<file path="src/rtl/ins_fetcher_pkg.sv">
// Shared widths, opcode constants and FSM state encoding for the fetch stage.
package ins_fetcher_pkg;

  localparam int ADDR_WIDTH = 32;
  localparam int INS_WIDTH  = 32;

  localparam logic [6:0] OPCODE_JALR = 7'b1100111;

  typedef enum logic [2:0] {
    S_REQ  = 3'd0,
    S_WAIT = 3'd1,
    S_OUT  = 3'd2,
    S_JALR = 3'd3,
    S_DROP = 3'd4
  } state_t;

  function automatic logic is_jalr(input logic [6:0] opcode);
    return (opcode == OPCODE_JALR);
  endfunction

endpackage

</file>
<file path="src/rtl/ins_fetcher.sv">
// Fetch stage: one outstanding I-cache request, hands each word to the branch
// predictor and pushes {ins, pc, pred_jump} into the instruction queue.
module ins_fetcher
  import ins_fetcher_pkg::*;
#(
  parameter int                ADDR_W   = ADDR_WIDTH,
  parameter int                INS_W    = INS_WIDTH,
  parameter logic [ADDR_W-1:0] RESET_PC = 32'h0
) (
  input  logic              clk,
  input  logic              rst,
  input  logic              rdy,
  output logic              icache_req_valid,
  output logic [ADDR_W-1:0] icache_req_addr,
  input  logic              icache_resp_valid,
  input  logic [INS_W-1:0]  icache_resp_ins,
  output logic [ADDR_W-1:0] pred_pc_cur,
  output logic [INS_W-1:0]  pred_ins_cur,
  input  logic [ADDR_W-1:0] pred_pc_next,
  input  logic              pred_jump,
  input  logic              iq_full,
  output logic              iq_valid,
  output logic [INS_W-1:0]  iq_ins,
  output logic [ADDR_W-1:0] iq_pc,
  output logic              iq_pred_jump,
  input  logic              rob_flush,
  input  logic [ADDR_W-1:0] rob_flush_pc
);

  state_t            state_r, state_nxt_s;
  logic [ADDR_W-1:0] pc_r, pc_nxt_s;
  logic [INS_W-1:0]  ins_r, ins_nxt_s;
  logic              push_s;
  logic              iq_valid_r, iq_pred_jump_r;
  logic [INS_W-1:0]  iq_ins_r;
  logic [ADDR_W-1:0] iq_pc_r;

  assign icache_req_valid = rdy && (state_r == S_REQ);
  assign icache_req_addr  = pc_r;
  assign pred_pc_cur      = pc_r;
  assign pred_ins_cur     = ins_r;
  assign iq_valid         = iq_valid_r;
  assign iq_ins           = iq_ins_r;
  assign iq_pc            = iq_pc_r;
  assign iq_pred_jump     = iq_pred_jump_r;

  // Next-state, next-pc and push decision; a flush overrides everything.
  always_comb begin
    state_nxt_s = state_r;
    pc_nxt_s    = pc_r;
    ins_nxt_s   = ins_r;
    push_s      = 1'b0;
    if (rob_flush) begin
      pc_nxt_s = rob_flush_pc;
      // A request still in flight must be drained before refetching.
      if ((state_r == S_REQ) || (state_r == S_DROP) ||
          ((state_r == S_WAIT) && !icache_resp_valid)) begin
        state_nxt_s = S_DROP;
      end else begin
        state_nxt_s = S_REQ;
      end
    end else begin
      case (state_r)
        S_REQ: state_nxt_s = S_WAIT;
        S_WAIT: begin
          if (icache_resp_valid) begin
            ins_nxt_s   = icache_resp_ins;
            state_nxt_s = S_OUT;
          end else begin
            state_nxt_s = S_WAIT;
          end
        end
        S_OUT: begin
          if (!iq_full) begin
            push_s      = 1'b1;
            pc_nxt_s    = pred_pc_next;
            state_nxt_s = is_jalr(ins_r[6:0]) ? S_JALR : S_REQ;
          end else begin
            state_nxt_s = S_OUT;
          end
        end
        S_JALR: state_nxt_s = S_JALR;
        S_DROP: begin
          if (icache_resp_valid) begin
            state_nxt_s = S_REQ;
          end else begin
            state_nxt_s = S_DROP;
          end
        end
        default: state_nxt_s = S_REQ;
      endcase
    end
  end

  // FSM state register, frozen while rdy is low.
  always_ff @(posedge clk or negedge rst) begin
    if (!rst) begin
      state_r <= S_REQ;
    end else if (rdy) begin
      state_r <= state_nxt_s;
    end
  end

  // Fetch PC, held word and registered instruction-queue push.
  always_ff @(posedge clk or negedge rst) begin
    if (!rst) begin
      pc_r           <= RESET_PC;
      ins_r          <= '0;
      iq_valid_r     <= 1'b0;
      iq_ins_r       <= '0;
      iq_pc_r        <= '0;
      iq_pred_jump_r <= 1'b0;
    end else if (rdy) begin
      pc_r       <= pc_nxt_s;
      ins_r      <= ins_nxt_s;
      iq_valid_r <= push_s;
      if (push_s) begin
        iq_ins_r       <= ins_r;
        iq_pc_r        <= pc_r;
        iq_pred_jump_r <= pred_jump;
      end
    end else begin
      iq_valid_r <= 1'b0;
    end
  end

endmodule

</file>
<file path="config.mk">
export PLATFORM = sky130hd
export DESIGN_NAME = ins_fetcher
export DESIGN_NICKNAME = d
export VERILOG_FILES = /design/src/rtl/ins_fetcher_pkg.sv /design/src/rtl/ins_fetcher.sv
export SDC_FILE = /design/constraint.sdc
export NUM_CORES = 1
export LEC_CHECK = 0
export ABC_AREA = 0
export CORE_MARGIN = 3
export CORE_UTILIZATION = 46
export DETAILED_ROUTE_END_ITERATION = 8
export PLACE_DENSITY = 0.92
export SLEW_MARGIN = 20
export SYNTH_ARGS = -nofsm -noshare
export SYNTH_HDL_FRONTEND = slang
export SYNTH_SLANG_ARGS = --single-unit
</file>
<file path="constraint.sdc">
create_clock -name clk -period 3.9 [get_ports clk]
set_input_delay 0.78 -clock clk [delete_from_list [all_inputs] [get_ports clk]]
set_output_delay 0.78 -clock clk [all_outputs]
set_load 0.02 [all_outputs]
</file>
# --- Yosys cells after proc, flatten, opt, wreduce, memory -nomap -nowiden ---
# Cells that the tools add are included.
word_totals:
  ramBits: 0
  in_bits: 103
  latch_bits: 0
  register_bits: 133
  wordCells: 38
  rom_bits: 0
  output_inout_bits: 163
  mem_count: 0
classes:
  n_shift: 0
  reduce_logical: 10
  bitwise_logic: 1
  n_addsub: 0
  eq_ne: 6
  mux: 14
  mul: 0
  div_mod_pow: 0
  n_lt_le_gt_ge: 0
op_table:
  columns: ["cell", "count"]
  rows:
  - ["32-bit two-way mux", 3]
  - ["3-bit one-hot mux with 5 select lines", 1]
  - ["3-bit two-way mux", 3]
  - ["7-bit equality test, second input constant", 1]
  - ["3-bit by 2-bit equality test with 1-bit output, second input constant", 2]
  - ["2-bit two-way mux", 3]
  - ["1-bit two-way mux", 4]
  - ["4-bit AND reduction", 1]
  - ["3-bit by 1-bit equality test with 1-bit output, second input constant", 1]
  - ["3-bit equality test, second input constant", 1]
  - ["3-bit zero test", 1]
  - ["3-bit AND reduction", 1]
  - ["1-bit logical AND", 2]
  - ["1-bit logical OR", 2]
  - ["2-bit by 1-bit != test with 1-bit output, second input constant", 1]
  - ["2-bit AND reduction", 1]
  - ["2-bit nonzero test", 1]
  - ["1-bit zero test", 1]
  - ["1-bit inverter", 1]

# --- Longest topological paths before layout ---
depth:
  ltp_word: 5
  depth_mapped: 6
  ltp_nobuf: 3

# --- Worst setup path after synthesis ---
# OpenSTA, ideal clock, no wires.
synth_timing:
  path_kind: "input-to-output"
  from: "in rdy"
  to: "out icache_req_valid"
  cell_stages: 3
  required_time_ns: 3.120
  path_slack_ns: 1.590
  arrival_ns: 1.530
  n_path_buf: 1
  path_cell_list: "buf_2 > nand2b_1 > nor3_1"
synth_via:
  elab_chain_cells: 1
synth_rtl:
  columns: ["element", "line", "rtl"]
  rows:
  - ["start, declared", "ins_fetcher.sv:12", "input logic rdy,"]
  - ["1-bit logical AND", "ins_fetcher.sv:38", "assign icache_req_valid = rdy && (state_r == S_REQ);"]
  - ["end, declared", "ins_fetcher.sv:13", "output logic icache_req_valid,"]
# No other way between the ends.

# --- Worst setup path after layout ---
# Ends and elaborated chain as after synthesis.

==> run_results.csv <==
group,metric,value,unit
outcome,outcome,"complete, no violations",
logic_synthesis,syn-num-nets,553,
logic_synthesis,ys_seq_area_frac,0.545,
global_routing,grt_util_met3,0.0951,
cts,cts-root-buf,"clkbuf_16",
placed_design,place_ws,916,ps
global_routing,use_met1,0.265,
layout,finalNetCount,781,
cts,cts_setup_buffers,0,
layout,antenna_cells,0,
timing,drv_slew,0,
worst_setup_path,critical_path_arrival,2210,ps
worst_setup_path,path_max_fanout,25,
cts,cts_hold_buf,0,
placed_design,io_buffers,265,
worst_setup_path,max_stage_delay,630,ps
drt,avgViaCountPerCell,5.34,
placed_design,place_area,8590,um2
layout,drive_gt1_frac,0.197,
timing,skew,11.2,ps
worst_setup_path,crit_type,"input pin to output pin",
timing,fmax,335,MHz
logic_synthesis,ys_types,28,
timing,tns,0,ps
floorplanning,die_h,121,um
power_and_ir_drop,leakage,0.00401,uW
cts,cts_sinks,133,
timing,timing.slew.headroom,0.318,
layout,fin_util,0.717,
drt,wl_per_cell,20.4,um
timing,rsz0062_at_grt,"no",
layout,layout_commonest_cell,"clkdlybuf4s50_1",
drt,dr.pass1.iters,4,
timing,fin_crit,2990,ps
floorplanning,die-width,121,um
drt,ant_nets,0,
layout,finalInstanceArea,9200,um2
logic_synthesis,yosys_warnings,0,
cts,cts_resized,0,
global_routing,use_met2,0.425,
logic_synthesis,avgSynthCellArea,13.6,um2
cts,cts_buffers,17,
timing,worst_slack,915,ps
global_routing,grt_overflow,0,
global_routing,grt_max_degree,81,
logic_synthesis,ys_ff_latch,133,
cts,clk_path_buf_depth,2,
layout,n_fill_cell,806,
cts,tritoncts,"built",
floorplanning,rows,41,
placed_design,dp.final_hpwl,12000,um
layout,area_growth,50.5,%
worst_setup_path,cp.required,3120,ps
power_and_ir_drop,irDropWorstVdd,333,uV
drt,wirelength,17600,um
timing,finalSetupViolations,0,
floorplanning,core_area,12800,um2
floorplanning,initial_core_util,0.476,
global_routing,grtUsageTotal,0.241,
cts,insertion_delay,420,ps
placed_design,routabilityCongestion,0.751,
worst_setup_path,cp-start-kind,"input pin",
logic_synthesis,syn_inst,450,
cts,htreeDepth,4,
floorplanning,pin_count,266,
cts,clk_pin_slew,60,ps
floorplanning,die_area,14700,um2
global_routing,busiest_layer,"met2",
power_and_ir_drop,power,5280,uW
power_and_ir_drop,p_per_area,574,nW/um2
layout,layout_common_cells,"clkdlybuf4s50_1, dfrtp_1, mux2_2",
worst_setup_path,path_cells,"buf_2, nand2b_1, nor3_1, clkdlybuf4s50_1",
worst_setup_path,crit_slowest_cell,"clkdlybuf4s50_1",
drt,initialDrtViolationCount,224,
drt,drcViolationCount,0,
timing,final.period_utilization,0.765,
run,maxCapViolCount,0,
global_routing,grt_pass1_wl,27100,um
timing,finalHoldViolCount,0,
hold_path,hp-class,"input pin to asynchronous set/reset pin",
global_routing,grt_pass1_vias,4972,
global_routing,antenna_found_initial,0,
drt,vias,4607,
timing,worst_slew_pin_slew,1020,ps
logic_synthesis,syn_area,6110,um2
worst_setup_path,cp-end-kind,"output pin",
[where the power goes]
group,total [uW],leakage (uW),switching [uW],internal (uW)
Sequential,1950,0.00172,281,1670
Combinational,1710,0.00200,799,906
Clock,1630,0.000285,618,1010
[Yosys cell counts]
| master | n | share of area |
|---|---|---|
| mux2_4 | 39 | 0.096 |
| inv_1 | 3 | 0.0018 |
| nor3_1 | 2 | 0.0016 |
| o22ai_1 | 33 | 0.034 |
| a21oi_1 | 34 | 0.028 |
| o31a_1 | 1 | 0.0014 |
| a32o_1 | 1 | 0.0016 |
| nor3_4 | 1 | 0.0027 |
| buf_4 | 32 | 0.039 |
| nor2_1 | 3 | 0.0018 |
| clkbuf_1 | 11 | 0.0068 |
| mux2_1 | 4 | 0.0074 |
| mux2i_1 | 32 | 0.052 |
| and3b_1 | 1 | 0.0014 |
| nor4b_4 | 1 | 0.0039 |
| buf_6 | 13 | 0.024 |
| nand2b_1 | 36 | 0.037 |
| or2_4 | 1 | 0.0014 |
| nand2_1 | 4 | 0.0025 |
| dfrtp_1 | 133 | 0.54 |
| buf_2 | 4 | 0.0033 |
| mux2_2 | 54 | 0.10 |
| a32oi_1 | 1 | 0.0014 |
| and4bb_1 | 1 | 0.0020 |
| a31oi_1 | 1 | 0.0010 |
| buf_1 | 1 | 0.00061 |
| nand4b_1 | 1 | 0.0014 |
| o21ai_0 | 2 | 0.0016 |
[per-stage QoR]
step	cells	hold slack [ps]
floorplan	450	484
global placement	831	488
detailed placement	831	493
CTS	863	424
global route	863	437
finish	863	411
[logic make-up (layout without fill, tap and decap cells)]
family                 Yosys count  in the layout  share of synthesized area
muxes                          129            129                      0.255
and+or+nand+nor                 51             51                     0.0557
buffers and inverters           64            305                     0.0758
DFF                            133            133                      0.545
AOI/OAI and AO/OA               73             73                     0.0688
[state kept, by name (all words and copies together), names as in the netlist]
| name | flops |
|---|---|
| iq_pc | 32 |
| state_r | 3 |
| iq_ins | 32 |
| icache_req_addr | 32 |
| iq_pred_jump | 1 |
| pred_ins_cur | 32 |
| iq_valid | 1 |
[worst paths after layout]
check,to,start,cells after the start,slack [ps]
worst max-delay path,icache_req_valid,rdy,4,910
worst min-delay path,icache_req_addr[18],rst,1,410
worst max register to register,iq_ins[31],state_r[0],4,1820
worst min register to register,iq_pc[15],iq_pc[15],1,510
max in group asynchronous,pred_ins_cur[13],rst,2,2620
min in group clk,iq_pc[15],iq_pc[15],1,510
[metal layers]
metal / share of wire / wire length (um)
met3: 0.087 / 1540
met1: 0.38 / 6710
met4: 0.016 / 290
met5: 0 / 0
met2: 0.51 / 9050
[critical path, delay by kind of cell]
family	cells	cell delay, ps
buffers and inverters	2	1010
and+or+nand+nor	2	400
[area by class of cell]
type	instances	area, um2	area share
sequential	133	3330	0.362
timing repair buffer	270	2710	0.294
multi-input combinational	253	2330	0.253
clock buffer	22	484	0.0526
tap	172	215	0.0234
clock inverter	10	121	0.0132
inverter	3	11.3	0.00122
Power figures use the tool's default switching activity.
==> patch, RTL diff (same settings) <==
Re-encode `state_t` (5 states) as one-hot, 5 bits wide.
--- a/src/rtl/ins_fetcher_pkg.sv
+++ b/src/rtl/ins_fetcher_pkg.sv
@@ -6,12 +6,12 @@
 
   localparam logic [6:0] OPCODE_JALR = 7'b1100111;
 
-  typedef enum logic [2:0] {
-    S_REQ  = 3'd0,
-    S_WAIT = 3'd1,
-    S_OUT  = 3'd2,
-    S_JALR = 3'd3,
-    S_DROP = 3'd4
+  typedef enum logic [4:0] {
+    S_REQ  = 5'b00001,
+    S_WAIT = 5'b00010,
+    S_OUT  = 5'b00100,
+    S_JALR = 5'b01000,
+    S_DROP = 5'b10000
   } state_t;
 
   function automatic logic is_jalr(input logic [6:0] opcode);
Check against the original RTL: no difference found for any inputs over 4 cycles, from zero or initial values and one cycle with rst low; so few cycles prove little.
==> patch against the original RTL <==
  * Sequential power decreased by 6%
  * Fmax decreased by 1.8%
  * Highest routed layer unchanged
  * Sequential cell count increased by 2
  * Setup slack got worse by 54 ps
  * Routed wire length decreased by 15%
  * Count of clock-buffer cells in the layout decreased by 2
  * Worst hold slack improved by 84 ps
  * Total power decreased by 9.5%
  * Design area decreased by 2.1%
  * Area after synthesis decreased by 3.8%
  * Combinational power decreased by 20%
  * Critical path type unchanged
==> patch: results (changes against the original RTL) <==
stage,metric,value,unit,change
run_status,status,completed,,
timing,max-slew-margin-rel,40.0,%,+8.3 points
yosys,synthTopCellsByCount,"mux2_2 (161), dfrtp_1 (134), buf_4 (35)",,
yosys,async_reset_ff_share,100,%,unchanged
drt,m1WireLength,5350,um,-20%
clock_network,htreeDepth,4,,unchanged
clock_network,clk_pin_slew_worst_paths,60,ps,about the same
drt,routed_wl,14900,um,-15%
finish,drive_gt1_share,31.8,%,+12 points
yosys,syn_inst,389,,-14%
grt,use_met3,7.64,%,-1.9 points
yosys,syn_nets,492,,-11%
critical_path,path_delay_family,buffers and inverters,,
placed_design,gp_congestion,0.781,,+3.9%
grt,grt_usage,21.3,%,-2.8 points
power_and_ir_drop,ir_worst_vdd,0.000373,V,+12%
power_and_ir_drop,p_leak,3.98,nW,-0.57%
grt,first_global_vias,4445,,-11%
drt,wl_met2,8150,um,-10%
drt,num_vias,4063,,-12%
placed_design,place_ws,771,ps,-145 ps
drt,wl_met3,1080,um,-30%
critical_path,crit_fanout,6,,-76%
power_and_ir_drop,p_sw,1.40,mW,-17%
clock_network,post_cts_buffers,0,,unchanged
drt,wire_per_inst,18.5,um,-9.3%
grt,grt_max_degree,74,,-8.6%
placed_design,numPlacedInstances,775,,-6.7%
drt,firstDrtPassIters,5,,+1
grt,grtUsageMet2,38.8,%,-3.7 points
yosys,synth_area_leaders,"dfrtp_1 (57%), mux2_2 (31%), buf_4 (4.5%)",,
finish,fin_nets,729,,-6.7%
yosys,ys_seq_area_share,57.5,%,+3.0 points
yosys,synth_cell_types,35,,+25%
grt,use_met1,22.5,%,-4.0 points
timing,skew,4.16,ps,-7.09 ps
yosys,ys_warn_count,0,,unchanged
placed_design,dpl_cell_area,8410,sq um,-2.1%
placed_design,dp_hpwl,10900,um,-9.3%
drt,drt-initial-drc-count,175,,-22%
placed_design,port_buffers,265,,unchanged
grt,grt_pass1_wl,23600,um,-13%
finish,num_antenna_cells,0,,unchanged
-- patch: changes by cell type after synthesis, moves of 3 or more --
cell      unedited run  this run
mux2_1               4         0
buf_4               32        35
buf_6               13         7
mux2i_1             32         0
clkbuf_1            11         5
o22ai_1             33         1
and3_1               0         5
mux2_4              39         0
a21oi_1             34         0
nand2b_1            36         2
mux2_2              54       161
-- patch: logic make-up after synthesis --
logic type / count (synthesis) / synth area share (%)
AOI/OAI and AO/OA: 12 / 1.64
xor gates and xnor gates: 2 / 0.298
buffers and inverters: 54 / 6.85
DFF: 135 / 57.5
muxes: 161 / 30.8
and+or+nand+nor: 25 / 2.87
-- patch: path summary, 6_finish.rpt --
kind / slack, ps / startpoint / endpoint / cells past startpoint
worst max-delay path: 860 / rdy / icache_req_valid / 3
worst min-delay path: 500 / rst / pred_ins_cur[11] / 1
worst max register to register: 1350 / state_r[4] / iq_ins[19] / 5
worst min register to register: 500 / iq_ins[31] / iq_ins[31] / 1
max in group asynchronous: 2540 / rst / state_r[0] / 2
min in group clk: 500 / iq_ins[31] / iq_ins[31] / 1
-- patch: cell type report --
class	instances	area, sq um
Clock buffer	20	447
Clock inverter	12	150
Fill cell	781	3250
Inverter	2	7.51
Multi-Input combinational cell	200	2110
Sequential cell	135	3380
Tap cell	168	210
Timing Repair Buffer	270	2710
-- patch: power by group through the flow --
stage	Sequential (mW)	Clock, mW	Combinational (mW)
floorplan	2.03	0	0.482
global placement	1.83	0	1.33
detailed placement	1.85	0	1.36
CTS	1.83	1.63	1.37
global route	1.86	1.69	1.42
finish	1.83	1.60	1.36
-- patch: worst register-to-register path, cell delays in order, from the launching register on --
cell	delay (ps)
dfrtp_1	470
or3b_4	440
nor4_4	320
and2_4	530
buf_12	290
mux2_2	380
